[src/rtl/buyruk_getir_onbellek.sv]
// buyruk_getir_onbellek - instruction-fetch front end.
// Drives port A of the instruction SRAM (1-cycle read latency), tags each
// read with its byte PC and queues {pc, instruction} pairs in a small FIFO
// towards decode (valid/ready). A redirect flushes the FIFO, drops the
// response arriving in that cycle and fetches the target immediately.
// Optional build macro: YUKLEYICI_EN adds a program-load write port.

module buyruk_getir_onbellek #(
    parameter int unsigned ADRES_BIT = 10,
    parameter int unsigned DERINLIK  = 2,
    parameter logic [31:0] RESET_PC  = 32'h0
) (
    input  logic                 clk,
    input  logic                 rst_n,
    output logic [ADRES_BIT-1:0] bb_addra_o,
    output logic                 bb_ena_o,
    output logic [3:0]           bb_wea_o,
    output logic [31:0]          bb_dina_o,
    input  logic [31:0]          bb_douta_i,
    output logic [31:0]          buyruk_o,
    output logic [31:0]          pc_o,
    output logic                 gecerli_o,
    input  logic                 hazir_i,
    input  logic                 dallan_i,
    input  logic [31:0]          dallan_adres_i
`ifdef YUKLEYICI_EN
    ,
    input  logic                 yukle_i,
    input  logic [ADRES_BIT-1:0] yukle_adres_i,
    input  logic [31:0]          yukle_veri_i
`endif
);

    localparam int unsigned PW = $clog2(DERINLIK);
    localparam int unsigned CW = $clog2(DERINLIK + 1);

    typedef struct packed {
        logic [31:0] pc;
        logic [31:0] buyruk;
    } giris_t;

    // FIFO storage and pointers
    giris_t        fifo_q [DERINLIK];
    logic [PW-1:0] bas_q, bas_d;
    logic [PW-1:0] kuyruk_q, kuyruk_d;
    logic [CW-1:0] sayac_q, sayac_d;

    // Fetch state
    logic [31:0]   pc_q, pc_d;
    logic [31:0]   etiket_q, etiket_d;   // byte PC of the read in flight
    logic          ucusta_q, ucusta_d;   // a read response arrives this cycle
    logic          calisiyor_q;          // first edge after reset has passed

    // Per-cycle decisions
    logic          pop;
    logic          push;
    logic          yer_var;
    logic          okuma;
    logic          yukle;
    logic [31:0]   hedef;
    logic [31:0]   okuma_pc;

    // Load cycles only happen once the front end is running, so the SRAM port
    // stays completely idle straight out of reset.
`ifdef YUKLEYICI_EN
    assign yukle = calisiyor_q & yukle_i;
`else
    assign yukle = 1'b0;
`endif

    assign hedef     = {dallan_adres_i[31:2], 2'b00};
    assign gecerli_o = (sayac_q != '0);
    assign buyruk_o  = fifo_q[bas_q].buyruk;
    assign pc_o      = fifo_q[bas_q].pc;
    assign pop       = gecerli_o & hazir_i;
    // The response landing in a redirect cycle belongs to the old stream.
    assign push      = ucusta_q & ~dallan_i;

    // Entries already held plus the one in flight must leave a slot for the
    // new read, counting the slot freed by this cycle's pop.
    assign yer_var = (32'(sayac_q) + 32'(ucusta_q)) < (DERINLIK + 32'(pop));

    // After a flush the FIFO is empty, so the target can always be issued.
    assign okuma    = calisiyor_q & ~yukle & (dallan_i | yer_var);
    assign okuma_pc = dallan_i ? hedef : pc_q;

    // SRAM port A drive: read of the fetch PC, or a full-word program load.
    always_comb begin
        // NOTE: every output of a combinational block gets a default first;
        // a path that leaves one unassigned would infer a latch.
        bb_ena_o   = okuma;
        bb_wea_o   = 4'h0;
        bb_dina_o  = 32'h0;
        bb_addra_o = okuma_pc[ADRES_BIT+1:2];
`ifdef YUKLEYICI_EN
        if (yukle) begin
            bb_ena_o   = 1'b1;
            bb_wea_o   = 4'hF;
            bb_addra_o = yukle_adres_i;
            bb_dina_o  = yukle_veri_i;
        end
`endif
    end

    // Next PC, in-flight tag and FIFO pointer/count updates.
    always_comb begin
        pc_d     = pc_q;
        etiket_d = etiket_q;
        ucusta_d = okuma;
        bas_d    = bas_q;
        kuyruk_d = kuyruk_q;
        sayac_d  = sayac_q;

        if (dallan_i) begin
            // Target is either fetched now, or held until the next non-load cycle.
            pc_d = okuma ? (hedef + 32'd4) : hedef;
        end else if (okuma) begin
            pc_d = pc_q + 32'd4;
        end

        if (okuma) begin
            etiket_d = okuma_pc;
        end

        if (dallan_i) begin
            bas_d    = '0;
            kuyruk_d = '0;
            sayac_d  = '0;
        end else begin
            if (push) begin
                kuyruk_d = kuyruk_q + 1'b1;
            end
            if (pop) begin
                bas_d = bas_q + 1'b1;
            end
            sayac_d = sayac_q + CW'(push) - CW'(pop);
        end
    end

    // Fetch and FIFO control registers.
    always_ff @(posedge clk or negedge rst_n) begin
        // NOTE: state registers use non-blocking assignments so every flop
        // samples the values from before the edge, independent of statement order.
        if (!rst_n) begin
            pc_q        <= RESET_PC;
            etiket_q    <= 32'h0;
            ucusta_q    <= 1'b0;
            calisiyor_q <= 1'b0;
            bas_q       <= '0;
            kuyruk_q    <= '0;
            sayac_q     <= '0;
        end else begin
            pc_q        <= pc_d;
            etiket_q    <= etiket_d;
            ucusta_q    <= ucusta_d;
            calisiyor_q <= 1'b1;
            bas_q       <= bas_d;
            kuyruk_q    <= kuyruk_d;
            sayac_q     <= sayac_d;
        end
    end

    // FIFO entry storage: the captured SRAM word together with its tag.
    always_ff @(posedge clk or negedge rst_n) begin
        // NOTE: the entries are reset because the head drives buyruk_o/pc_o
        // directly and those must read zero out of reset; storage that is never
        // observed before being written would not need this.
        if (!rst_n) begin
            for (int i = 0; i < DERINLIK; i++) begin
                fifo_q[i] <= '0;
            end
        end else if (push) begin
            fifo_q[kuyruk_q] <= '{pc: etiket_q, buyruk: bb_douta_i};
        end
    end

endmodule
[config.mk]
export PLATFORM = sky130hd
export DESIGN_NAME = buyruk_getir_onbellek
export DESIGN_NICKNAME = d
export VERILOG_FILES = /design/src/rtl/buyruk_getir_onbellek.sv
export SDC_FILE = /design/constraint.sdc
export NUM_CORES = 1
export LEC_CHECK = 0
export ABC_AREA = 1
export BUFFER_PORTS_ARGS = -buffer_cell sky130_fd_sc_hd__buf_2
export CAP_MARGIN = 30
export CORE_MARGIN = 2
export CORE_UTILIZATION = 52
export DETAILED_ROUTE_END_ITERATION = 7
export GPL_TIMING_DRIVEN = 0
export PLACE_DENSITY = 0.74
export SYNTH_ARGS = -nofsm -noshare
export SYNTH_HDL_FRONTEND = slang
export SYNTH_SLANG_ARGS = --single-unit
[constraint.sdc]
create_clock -name clk -period 1.6 [get_ports clk]
set_input_delay 0.32 -clock clk [delete_from_list [all_inputs] [get_ports clk]]
set_output_delay 0.32 -clock clk [all_outputs]
set_load 0.02 [all_outputs]
==> metrics.md, run 1 <==
| Metric | Value |
|---|---|
| Leak Pwr | `roughly 7.7 nW` |
| Setup Total Neg Slack | `-42.34 ns` |
| Result of the run | `complete, but fails checks` |
| Endpoint arrival time on the critical path | `around 1.8 ns` |
| Clock-pin slew on the worst setup and hold paths | `~0.08 ns` |
| Chip width | `roughly 150 um` |
| Routed vias | `~11000` |
| Final setup violation count | `about 140` |
| Antenna diode count | `0` |
| RSZ-0062 raised after global routing | `true` |
| Gr ovfl total | `0` |
| Cell count after synthesis | `between 1000 and 1500` |
| PwrDens | `roughly 1600 nW/um^2` |
| Hold WC Path Type | `input pin to flip-flop` |
| Nature of the critical path startpoint | `flip-flop` |
| Cell area after synthesis | `10700 um^2` |
| Setup Skew | `around 0.012 ns` |
| Worst Path Required | `roughly 1.3 ns` |
| M2 GR Usage | `between 50 and 60%` |
| Post-synth top flop | `sky130_fd_sc_hd__dfrtp_1` |
| Number of antenna violations at the first check in global routing | `0` |
| Global routing usage summed across all routing layers | `32.0%` |
| Dpl hpwl | `roughly 22000 um` |
| Max-cap viol count | `0` |
| Achievable clock frequency | `about 470 MHz` |
| Register bit count reported by yosys | `between 150 and 200` |
| Top-Level Pins | `180` |
| CTS tree | `yes` |
| H-tree depth | `4` |
| Standard cell core area | `slightly above 20000 um^2` |
| Biggest area contributors in the synthesized netlist | `sky130_fd_sc_hd__dfrtp_1 (45%), sky130_fd_sc_hd__nand2_1 (21%), sky130_fd_sc_hd__o21ai_0 (7.5%), sky130_fd_sc_hd__inv_1 (5.0%), sky130_fd_sc_hd__buf_4 (3.5%)` |
| DRC viols | `1` |
| Maximum fanout along the worst path | `3` |
| Global-route wire length before repair | `about 55000 um` |
| Busiest metal layer after global routing | `met2` |
| WL per Instance | `~19 um` |
| Net count, final | `around 1800` |
| Routing usage on met1 | `41.2%` |
| Number of distinct library cells after synthesis | `38` |
| Remaining number of nets flagged by the antenna check after routing | `0` |
| Setup slack of the critical path after layout | `-0.520 ns` |
| Area share of the largest cell type after synthesis | `a little under half` |
| Endpoint class of the critical path | `primary output` |
| Site row count | `52` |
| Insertion delay of the later-clocked pin in the worst-skew pair | `approximately 0.43 ns` |
| Pin count of the biggest net entering global routing | `roughly 120` |
| Post-route clock period utilization | `133%` |
| RePlAce Congestion | `0.953` |
| Die H | `147 um` |
| Post-route core utilization | `between 70% and 80%` |
| Violation count after the first detailed-routing iteration | `1211` |
| Count of final max-slew check failures | `0` |
| Clock period minus final worst setup slack | `roughly 2.1 ns` |
| Mean cell area of the mapped netlist | `between 7 and 8 um^2` |
| Fraction of final layout cells with drive strength greater than 1 | `between 30% and 40%` |
| Number of enable-type register cells in the synthesized netlist | `0` |
| Vias per Instance | `5.57` |
| Detailed-routing iteration count for the pre-antenna-repair pass | `8` |
| Detailed-route wire length | `a little under 40000 um` |
| Post-synthesis to final-layout area growth | `43.0%` |
| Input/output buffers | `~140` |
| Category of the most critical setup path | `flip-flop to primary output` |
| Initial Util | `52.9%` |
| Worst slew margin relative to its limit | `59.6%` |
| Transition time at the pin with the least slew margin | `0.606 ns` |
| Number of hold violations in the final report | `0` |
| Clk sinks | `between 150 and 200` |
| Synthesis Warnings | `0` |
| Clock root buffer master | `sky130_fd_sc_hd__clkbuf_16` |
| CTS Buf Count | `17` |
| Worst-case vdd ir drop | `between 800 and 900 uV` |
| Part of the Yosys area used for sequential elements | `between 40% and 50%` |
| Vias in the first global route | `10526` |
| Violations in the final reports | `design-rule violations, negative setup slack` |
| Async SR Flop Fraction | `100%` |
| Maximum root-to-sink buffer count | `2` |
| Cell type contributing the most total cell area after synthesis | `sky130_fd_sc_hd__dfrtp_1` |
| Die footprint | `21800 um^2` |
| Met3 track demand over resource | `between 5 and 6%` |
-- per-layer routing --
metal / share of wire [%] / vias up
li1: - / 5174
met1: 37 / 5361
met2: 49 / 718
met3: 8.5 / 160
met4: 4.9 / 0
met5: 0 / -
-- stage by stage --
stage	instance area (um^2)	instances	hold slack, ns	total power, W	worst slack, ns
finish	15300	2050	0.146	0.0247	-0.520
detailed placement	12000	1938	0.331	0.0150	-0.578
CTS	14400	2033	0.133	0.0224	-0.514
global placement	11900	1937	0.465	0.0147	-2.99
global route	15300	2050	0.141	0.0257	-0.550
floorplan	10900	1526	0.0244	0.0125	-0.0478
-- state kept, by name, indices dropped and copies added (netlist names) --
signal / cells
ucusta_q: 1
kuyruk_q: 1
sayac_q: 2
pc_q: 30
calisiyor_q: 1
fifo_q: 126
etiket_q: 31
bas_q: 1
-- synth_stat cells (2+ instances only) --
master	number
sky130_fd_sc_hd__nand2_4	2
sky130_fd_sc_hd__nand3b_1	9
sky130_fd_sc_hd__nand3_1	51
sky130_fd_sc_hd__dfrtp_1	193
sky130_fd_sc_hd__ha_1	6
sky130_fd_sc_hd__buf_2	25
sky130_fd_sc_hd__buf_6	4
sky130_fd_sc_hd__inv_1	142
sky130_fd_sc_hd__nor2_1	73
sky130_fd_sc_hd__nand3_2	5
sky130_fd_sc_hd__o21ai_1	31
sky130_fd_sc_hd__nor2_2	15
sky130_fd_sc_hd__a31oi_1	3
sky130_fd_sc_hd__nand4_1	8
sky130_fd_sc_hd__o21ai_2	4
sky130_fd_sc_hd__buf_4	50
sky130_fd_sc_hd__nand2_1	605
sky130_fd_sc_hd__nor3_1	7
sky130_fd_sc_hd__nand2_2	6
sky130_fd_sc_hd__o211ai_1	20
sky130_fd_sc_hd__xor2_1	7
sky130_fd_sc_hd__inv_2	2
sky130_fd_sc_hd__a21oi_1	12
sky130_fd_sc_hd__o21ai_0	161
sky130_fd_sc_hd__conb_1	2
sky130_fd_sc_hd__clkbuf_1	29
sky130_fd_sc_hd__buf_1	4
sky130_fd_sc_hd__nor2_4	5
-- area by class of cell --
cell class                      instances  area (um^2)
Buffer                                 99          870
Clock buffer                           17          425
Clock inverter                         14          166
Fill cell                            1326         4930
Inverter                              145          567
Multi-Input combinational cell       1077         5810
Sequential cell                       193         4840
Tap cell                              270          338
Timing Repair Buffer                  234         2290
Timing Repair inverter                  1         6.26
-- cell usage in the layout, fill, tap and decap left out, drive strengths merged, types with 2 or more instances in the layout --
cell / count
nand2: 614
buf: 305
o21ai: 196
dfrtp: 193
inv: 153
nor2: 93
nand3: 56
clkbuf: 43
conb: 37
o211ai: 20
a21oi: 13
nand3b: 9
nand4: 9
nor3: 8
xor2: 7
ha: 6
clkinv: 4
a31oi: 3
clkinvlp: 2
-- worst max-delay path, cell delays in order (launching register included) --
cell	delay, ns
sky130_fd_sc_hd__dfrtp_1	0.43
sky130_fd_sc_hd__ha_4	0.18
sky130_fd_sc_hd__ha_4	0.21
sky130_fd_sc_hd__nand2_4	0.07
sky130_fd_sc_hd__nand2_4	0.07
sky130_fd_sc_hd__a21oi_4	0.15
sky130_fd_sc_hd__buf_6	0.15
sky130_fd_sc_hd__buf_6	0.12
-- logic make-up after synthesis --
family | share of synthesized area (%)
and+or+nand+nor | 30.3
other | 0.0701
buffers and inverters | 11.4
AOI/OAI and AO/OA | 11.8
adders and majority gates | 0.701
xor gates and xnor gates | 0.654
DFF | 45.1
-- worst paths after layout --
check	from	to	slack [ns]	cells past startpoint
setup reg to reg	ucusta_q	pc_q[22]	-0.45	13
hold reg to reg	fifo_q[46]	fifo_q[46]	0.49	2
max in group asynchronous	rst_n	fifo_q[116]	0.34	3
hold / removal	bb_douta_i[10]	fifo_q[74]	0.15	3
setup / recovery	ucusta_q	bb_ena_o	-0.52	7
min in group asynchronous	rst_n	fifo_q[89]	0.44	2
-- report_power, final --
group / internal (W) / leakage, nW / switching (W)
Sequential: 0.00674 / 2.41 / 0.00159
Clock: 0.00223 / 0.284 / 0.00216
Combinational: 0.00545 / 5.02 / 0.00651
Total: 0.0144 / 7.71 / 0.0103
-- what timing repair did --
action                                  CTS  global route
buffers inserted                         58            22
hold buffers                              1             0
endpoints found under the setup margin  137           311
endpoints found under the hold margin    73             0
pin swaps                                51            60
gates resized for setup                 396           229
gates cloned                              9             9
Note: power is estimated with default switching activity, not from simulation.
==> run 2, diff against run 1 <==
Settings changed: CORE_UTILIZATION 52 to 35, PLACE_DENSITY 0.74 to 0.52, REMOVE_ABC_BUFFERS from default to 1.
==> run 2 against run 1 <==
The run ends with negative setup slack left. Sequential share of layout area is essentially flat. First-iteration DRC count is 32% lower. Clock power hardly changed. Maximum frequency down 2.6%.
==> metrics.md, run 2 (synthesis gave the netlist of run 1 again) <==
| Metric | Value |
|---|---|
| Result of the run | `complete, but fails checks` |
| Violations in the final reports | `negative setup slack` |
| Vias in the first global route | `between 9000 and 10000` |
| Setup slack of the critical path after layout | `-0.577 ns` |
| Most common library cell in the layout ignoring fill and taps | `sky130_fd_sc_hd__nand2_1` |
| Fraction of final layout cells with drive strength greater than 1 | `between 30% and 40%` |
| Die H | `about 180 um` |
| Worst Path Required | `around 1.3 ns` |
| Final setup violation count | `~180` |
| Transition time at the pin with the least slew margin | `around 0.56 ns` |
| Site row count | `64` |
| Maximum fanout along the worst path | `2` |
| Slowest-stage cell, CP | `sky130_fd_sc_hd__dfrtp_1` |
| Detailed-routing iteration count for the pre-antenna-repair pass | `5` |
| Insertion delay of the later-clocked pin in the worst-skew pair | `~0.45 ns` |
| Filler Cells Inserted | `2899` |
| Setup Skew | `between 0.02 and 0.025 ns` |
| PwrDens | `between 1500 and 2000 nW/um^2` |
| Routed vias | `a little over 10000` |
| Clock-pin slew on the worst setup and hold paths | `0.08 ns` |
| Setup Total Neg Slack | `-53.68 ns` |
| Count of final max-slew check failures | `0` |
| Number of hold violations in the final report | `0` |
| Endpoint class of the critical path | `primary output` |
| Leading registers by flop count | `fifo_q (126), etiket_q (31), pc_q (30)` |
| Cell-by-cell listing of the critical path | `ha_4 > ha_4 > nand2_4 > nand2_4 > a21oi_4 > clkbuf_16 > buf_8` |
| Standard cell core area | `~30000 um^2` |
| Dpl hpwl | `between 15000 and 20000 um` |
| Total Power Consumption | `between 0.02 and 0.025 W` |
| Clk sinks | `slightly below 200` |
| WL per Instance | `around 18 um` |
| Endpoint arrival time on the critical path | `about 1.9 ns` |
| Input/output buffers | `between 100 and 150` |
| RSZ-0062 raised after global routing | `true` |
| Remaining number of nets flagged by the antenna check after routing | `0` |
| Detailed-route wire length | `38400 um` |
| Buffering stage count on the worst path with inverters included | `2` |
| Clock root buffer master | `sky130_fd_sc_hd__clkbuf_16` |
| RePlAce Congestion | `0.910` |
| Die footprint | `between 30000 and 40000 um^2` |
| Post-route core utilization | `50.5%` |
| Register name with the most flops | `fifo_q` |
| Max-cap viol count | `0` |
| Post-synthesis to final-layout area growth | `43.2%` |
| Clock period minus final worst setup slack | `about 2.2 ns` |
| Worst slew margin relative to its limit | `62.4%` |
| Category of the most critical setup path | `flip-flop to primary output` |
| Vias per Instance | `about 5` |
| Max reg flops | `approximately 130` |
| Leak Pwr | `~7.8 nW` |
| Pin count of the biggest net entering global routing | `roughly 110` |
| H-tree depth | `4` |
| Net count, final | `1751` |
| Maximum root-to-sink buffer count | `2` |
| Achievable clock frequency | `~460 MHz` |
| Global routing usage summed across all routing layers | `23.6%` |
| Post-placement worst setup slack | `-1.42 ns` |
| Post-route clock period utilization | `136%` |
| DRC viols | `0` |
| Violation count after the first detailed-routing iteration | `roughly 830` |
| Hold WC Path Type | `input pin to flip-flop` |
| Initial Util | `around a third` |
| Final Hold Slack | `around 0.13 ns` |
| Number of antenna violations at the first check in global routing | `3` |
| Top-Level Pins | `180` |
| Worst-case vdd ir drop | `about 750 uV` |
| Global-route wire length before repair | `56500 um` |
| CTS Buf Count | `17` |
| Biggest cell delay along the critical path | `around 0.42 ns` |
| Chip width | `roughly 180 um` |
| Nature of the critical path startpoint | `flip-flop` |
| CTS tree | `yes` |
| Worst path top cell family by delay | `flip-flops` |
| Gr ovfl total | `0` |
| Commonest cells after routing, fill and taps aside | `sky130_fd_sc_hd__nand2_1 (431), sky130_fd_sc_hd__dfrtp_1 (185), sky130_fd_sc_hd__inv_1 (135)` |
-- run 2: cell count changes in the layout (fill, tap and decap cells not counted), sizes merged --
cell      before  now
buf          305  221
clkbuf        43   25
nand2        614  620
diode          0    3
or2            1    4
inv          153  151
nand3         56   58
bufinv         1    2
clkinv         4    3
clkinvlp       2    3
-- run 2: power breakdown --
group | internal, W | switching (W)
Sequential | 0.00674 | 0.00164
Combinational | 0.00545 | 0.00626
Clock | 0.00236 | 0.00202
-- run 2: layer usage --
metal	vias up	global-route usage (%)	part of all wire [%]
met4	0	8.71	2.9
met5	-	0	0
met3	66	3.73	4.7
li1	4999	-	-
met1	4928	31.2	45
met2	274	38.9	48
-- run 2: worst reg2reg max path: cells and delay by family, from the launching register on --
family,cells,cell delay [ns]
DFF,1,0.42
AOI/OAI and AO/OA,1,0.12
and+or+nand+nor,6,0.48
adders and majority gates,2,0.45
buffers and inverters,6,0.62
-- run 2: repair_timing --
item | in CTS | in global routing
setup endpoints to repair | 267 | 323
setup buffers | 45 | 20
endpoints found under the hold margin | 89 | 0
hold buffers | 1 | 0
gates cloned | 30 | 7
pin swaps | 80 | 39
gates resized for setup | 493 | 121
-- run 2: metrics by stage --
step | instances | cell area (um^2)
after floorplan | 1414 | 10200
after global placement | 1951 | 11400
after detailed placement | 1957 | 11600
after CTS | 2063 | 14800
after global routing | 2086 | 15300
final | 2087 | 15300
-- run 2: worst paths after layout --
path,startpoint,end,slack [ns],cells past startpoint
max,ucusta_q,bb_ena_o,-0.58,7
min,bb_douta_i[23],fifo_q[87],0.13,3
max reg2reg,ucusta_q,pc_q[4],-0.55,15
min reg2reg,etiket_q[30],etiket_q[30],0.49,2
max in group asynchronous,rst_n,bas_q,0.23,3
min in group asynchronous,rst_n,fifo_q[15],0.40,2
-- run 2: cell type report --
class,count,area [um^2],share of cell area [%]
clock buffers,20,447,2.91
repair buffers,228,2690,17.5
multi-input cells,1088,6080,39.7
inverters,145,592,3.86
flip-flops and latches,193,4840,31.6
clock inverters,10,128,0.832
well taps,396,495,3.23
repair inverters,4,50.0,0.326
diodes,3,7.51,0.0490
